File: config.mk
export PLATFORM = sky130hd
export DESIGN_NAME = mc_controller
export DESIGN_NICKNAME = d
export VERILOG_FILES = /design/src/rtl/mc_controller.sv
export SDC_FILE = /design/constraint.sdc
export NUM_CORES = 1
export LEC_CHECK = 0
export CAP_MARGIN = 30
export CORE_AREA = 3 3 40 42
export CTS_CLUSTER_SIZE = 40
export DETAILED_ROUTE_END_ITERATION = 8
export DIE_AREA = 0 0 43 45
export PLACE_DENSITY = 0.78
export SLEW_MARGIN = 20
export SYNTH_ARGS = -nofsm -noshare
export SYNTH_HDL_FRONTEND = slang
export SYNTH_SLANG_ARGS = --single-unit
File: constraint.sdc
create_clock -name clk -period 3.3 [get_ports clk]
set_clock_uncertainty 0.15 [all_clocks]
set_input_delay 0.495 -clock clk [delete_from_list [all_inputs] [get_ports clk]]
set_output_delay 0.495 -clock clk [all_outputs]
set_load 0.05 [all_outputs]
File: src/rtl/mc_controller.sv
// mc_controller -- multicycle processor control FSM (Moore style).
//
// Walks each instruction through FETCH -> DECODE -> execute/memory states and
// drives the datapath selects, write enables and memory handshake.
//
// Ports:
//   clk, reset_n             clock, synchronous active-low reset
//   op, funct, rd            latched instruction fields
//   cond_ex                  condition check passed for current instruction
//   mem_ready                memory accepts/completes the current access
//   ir_write, pc_write       IR / PC load enables
//   reg_write, mem_write     register file / data memory write enables
//   mem_req, adr_src         memory request and address select (0 PC, 1 ALU)
//   alu_src_a, alu_src_b     ALU operand selects
//   result_src, alu_op       result select, ALU decoder enable
//   illegal, retire          one-cycle event pulses
//   state                    current state code (debug)
//
// Build option: define MC_MEM_WAIT_EN to honour mem_ready wait states in
// FETCH, MEMRD and MEMWR. Without it every access completes in one cycle.
module mc_controller (
  input  logic       clk,
  input  logic       reset_n,
  input  logic [1:0] op,
  input  logic [5:0] funct,
  input  logic [3:0] rd,
  input  logic       cond_ex,
  input  logic       mem_ready,
  output logic       ir_write,
  output logic       pc_write,
  output logic       reg_write,
  output logic       mem_write,
  output logic       mem_req,
  output logic       adr_src,
  output logic       alu_src_a,
  output logic [1:0] alu_src_b,
  output logic [1:0] result_src,
  output logic       alu_op,
  output logic       illegal,
  output logic       retire,
  output logic [3:0] state
);

  typedef enum logic [3:0] {
    S_FETCH  = 4'd0,
    S_DECODE = 4'd1,
    S_MEMADR = 4'd2,
    S_MEMRD  = 4'd3,
    S_MEMWB  = 4'd4,
    S_MEMWR  = 4'd5,
    S_EXECR  = 4'd6,
    S_EXECI  = 4'd7,
    S_ALUWB  = 4'd8,
    S_BRANCH = 4'd9
  } state_e;

  state_e state_q, state_d;
  logic   rdy;
  logic   ir_w, pc_w, rw_w, mw_w, ill_w, ret_w;
  logic   unused_bits;

`ifdef MC_MEM_WAIT_EN
  assign rdy = mem_ready;
  assign unused_bits = ^funct[2:1];
`else
  // Zero-wait memory: every access is accepted in the cycle it is requested.
  assign rdy = 1'b1;
  assign unused_bits = ^{funct[2:1], mem_ready};
`endif

  always_ff @(posedge clk) begin
    if (!reset_n) state_q <= S_FETCH;
    else          state_q <= state_d;
  end

  always_comb begin
    state_d    = S_FETCH;
    ir_w       = 1'b0;
    pc_w       = 1'b0;
    rw_w       = 1'b0;
    mw_w       = 1'b0;
    ill_w      = 1'b0;
    ret_w      = 1'b0;
    mem_req    = 1'b0;
    adr_src    = 1'b0;
    alu_src_a  = 1'b0;
    alu_src_b  = 2'b00;
    result_src = 2'b00;
    alu_op     = 1'b0;
    case (state_q)
      S_FETCH: begin
        // ALU computes PC+4 in parallel with the instruction read.
        mem_req    = 1'b1;
        alu_src_a  = 1'b1;
        alu_src_b  = 2'b10;
        result_src = 2'b10;
        if (rdy) begin
          ir_w    = 1'b1;
          pc_w    = 1'b1;
          state_d = S_DECODE;
        end else begin
          state_d = S_FETCH;
        end
      end
      S_DECODE: begin
        alu_src_a  = 1'b1;
        alu_src_b  = 2'b10;
        result_src = 2'b10;
        case (op)
          2'b00:   state_d = funct[5] ? S_EXECI : S_EXECR;
          2'b01:   state_d = S_MEMADR;
          2'b10:   state_d = S_BRANCH;
          default: ill_w   = 1'b1;
        endcase
      end
      S_MEMADR: begin
        alu_src_b = 2'b01;
        state_d   = funct[0] ? S_MEMRD : S_MEMWR;
      end
      S_MEMRD: begin
        mem_req = 1'b1;
        adr_src = 1'b1;
        state_d = rdy ? S_MEMWB : S_MEMRD;
      end
      S_MEMWB: begin
        result_src = 2'b01;
        rw_w       = cond_ex;
        ret_w      = 1'b1;
      end
      S_MEMWR: begin
        // A failed condition skips the bus entirely and retires at once.
        if (cond_ex) begin
          mem_req = 1'b1;
          adr_src = 1'b1;
          mw_w    = rdy;
          ret_w   = rdy;
          state_d = rdy ? S_FETCH : S_MEMWR;
        end else begin
          ret_w = 1'b1;
        end
      end
      S_EXECR: begin
        alu_op  = 1'b1;
        state_d = S_ALUWB;
      end
      S_EXECI: begin
        alu_src_b = 2'b01;
        alu_op    = 1'b1;
        state_d   = S_ALUWB;
      end
      S_ALUWB: begin
        // funct[4:3]=10 are the compare/test ops: flags only, no writeback.
        rw_w  = cond_ex & (funct[4:3] != 2'b10);
        pc_w  = cond_ex & (funct[4:3] != 2'b10) & (rd == 4'hF);
        ret_w = 1'b1;
      end
      S_BRANCH: begin
        alu_src_b  = 2'b01;
        result_src = 2'b10;
        pc_w       = cond_ex;
        ret_w      = 1'b1;
      end
      default: ;
    endcase
  end

  // Strobes are masked while reset is held so nothing commits mid-reset.
  assign ir_write  = ir_w  & reset_n;
  assign pc_write  = pc_w  & reset_n;
  assign reg_write = rw_w  & reset_n;
  assign mem_write = mw_w  & reset_n;
  assign illegal   = ill_w & reset_n;
  assign retire    = ret_w & reset_n;
  assign state     = state_q;

endmodule

==> results.yml <==
yosys:
  synth_top_cell_area_share: 0.193
  synth.distinct_cells: 29
  ys_seq_area_frac: 0.193
  synth_area_per_cell_um2: 7.40
  syn-cell-area_um2: 414
  synth_top_cell_by_area: "dfxtp_1"
  synth_nets: 72
  syn_inst: 56
  synth_area_leaders: "dfxtp_1, nor3_1, buf_6, nor2_1, a21oi_1"
  yosysWarningCount: 0
  ys_ff_latch: 4
grt:
  grt_antenna_before_repair: 0
  grt_pass1_wl_um: 1820
  grt_max_degree: 14
  track_usage: 0.127
  globalRouteOverflowTotal: 0
  grt_pass1_vias: 431
place:
  dp_hpwl_um: 933
  routabilityCongestion: 0.714
  placed_cells_incl_taps: 96
  io_buffers: 30
setup_path:
  cp-start-kind: "flip-flop"
  slowest_stage: "clkdlybuf4s50_1"
  r2r-start: "state[0]"
  regToRegEndpoint: "state[2]"
  critPathArrivalTime_ps: 2180
  cp_max_fo: 13
  crit_chain: "inv_1, o32ai_1, clkdlybuf4s50_1"
  cp-startpoint: "state[1]"
  rrSetupSlack_ps: 1800
  max_stage_delay_ps: 850
  crit_type: "flip-flop to primary output"
  worstRegToRegCells: 3
  cp-end-kind: "primary output"
  crit_required_ps: 2650
clock_network:
  cts_sinks: 4
  path_clk_slew_ps: 40
  cts-buffers-inserted: 3
  clock_latency_ps: 240
  hold_buffers: 0
  cts_resized: 0
  post_cts_buffers: 0
  ctsHtreeMaxLevel: 1
  cts_buffer_depth: 2
  clockRootBuffer: "clkbuf_4"
  cts_tree: "yes"
timing:
  fmaxAchievable_mhz: 355
  drv_slew: 0
  rsz0062_at_grt: "no"
  fin_tns_setup_ps: 0
  period_share: 0.855
  period_needed_ps: 2820
  holdWs_ps: 486
  finalHoldViolations: 0
  tightest_slew_ps: 528
  maxSlewHeadroom: 0.647
  setup_viol: 0
min_path:
  hold_path_class: "flip-flop to flip-flop"
  min_from: "state[0]"
  hold-path-endpoint: "state[0]"
  hold_depth: 1
layout:
  instances_no_fill: 99
  syn_to_final_growth_pct: 69.8
  fillerInstances: 139
  drive_above_1_share: 0.155
  diodes: 0
  largest_reg_flops: 4
  nNetsFinal: 102
die:
  ioPinCount: 34
  initial_core_util: 0.322
  die_w_um: 43
  core_um2: 1280
  die-height_um: 45
  die-area_um2: 1940
  core.rowCount: 13
pwr:
  power_density_nw_per_um2: 375
  leakage_nw: 0.270
  power_uw: 264
  ir_drop_mv: 0.261
routing:
  top_layer: "met4"
  postRouteAntennaNets: 0
  wl_met2_um: 610
  drcViolationCount: 0
  m1WireLength_um: 489
  initialDrtViolationCount: 3
  wl_per_cell_um: 12.0
  viasPerCell: 5.22
  vias: 517
  wirelength_um: 1180
  met3_length_um: 64
  firstDrtPassIters: 4
run:
  drv_cap: 0
run_status:
  status: "complete, no violations"
[critical path, delay by kind of cell (launching register included)]
family	cells	cell delay, ps
buf+inv	2	1040
flops	1	580
compound gates	1	310
[placed cells by master, fill, tap and decap left out, drive strengths merged, types with 2 or more instances in the layout]
cell           instances
a21o                   2
a21oi                  4
buf                    5
clkbuf                 3
clkdlybuf4s50         25
dfxtp                  4
inv                    3
nand2                  4
nand2b                 3
nor2                   6
nor3                   6
nor3b                  2
or3                    2
xor2                   2
[metrics by stage]
step,worst slack (ps),utilization,instance area [um^2]
6_report,480,0.547,703
3_5_place_dp,481,0.530,681
2_1_floorplan,378,-,414
3_3_place_gp,505,0.530,681
5_1_grt,390,0.547,703
4_1_cts,481,0.547,703
[layout make-up]
| cell class | count | area, um^2 | area share |
|---|---|---|---|
| inverter | 3 | 11.3 | 0.0160 |
| sequential | 4 | 80.1 | 0.114 |
| multi-input combinational | 44 | 283 | 0.402 |
| tap | 15 | 18.8 | 0.0267 |
| clock buffer | 3 | 22.5 | 0.0320 |
| timing repair buffer | 30 | 288 | 0.409 |
[logic make-up (layout without fill, tap and decap cells)]
family / Yosys count / count (layout) / share of synthesized area
XOR/XNOR: 2 / 2 / 0.0423
flip-flops: 4 / 4 / 0.193
AND/OR/NAND/NOR: 27 / 27 / 0.372
buffers and inverters: 8 / 36 / 0.124
AO/OA/AOI/OAI: 14 / 14 / 0.242
multiplexers: 1 / 1 / 0.0272
[worst max path at each step]
stage	to	slack, ps	cells after the start
after global placement	mem_req	500	5
after floorplan	adr_src	380	4
after global routing	mem_write	390	3
after CTS	mem_req	480	5
final	alu_src_b[0]	480	3
after detailed placement	mem_req	480	5
[power by group]
part | internal [mW] | switching [mW]
clock network | 0.0407 | 0.0209
logic | 0.0544 | 0.0855
registers | 0.0518 | 0.0106
[cells in the mapped netlist (all sizes together)]
library cell,n
o31ai,1
nor3,6
buf,5
xor2,2
and3,1
nand4,1
nor3b,2
nand2,4
a32oi,1
or3,2
a21o,2
nor2,6
or3b,1
inv,3
o21ai,1
o211ai,1
dfxtp,4
a31oi,1
o22a,1
a21boi,1
nor2b,1
a21oi,4
o32ai,1
nand2b,3
mux2,1
[layer usage]
layer	up-vias	GRT usage
met3	2	0.0279
met2	16	0.228
met4	0	0.0723
li1	259	-
met5	-	0
met1	240	0.139
No activity file was read; power rests on OpenSTA's default activity.
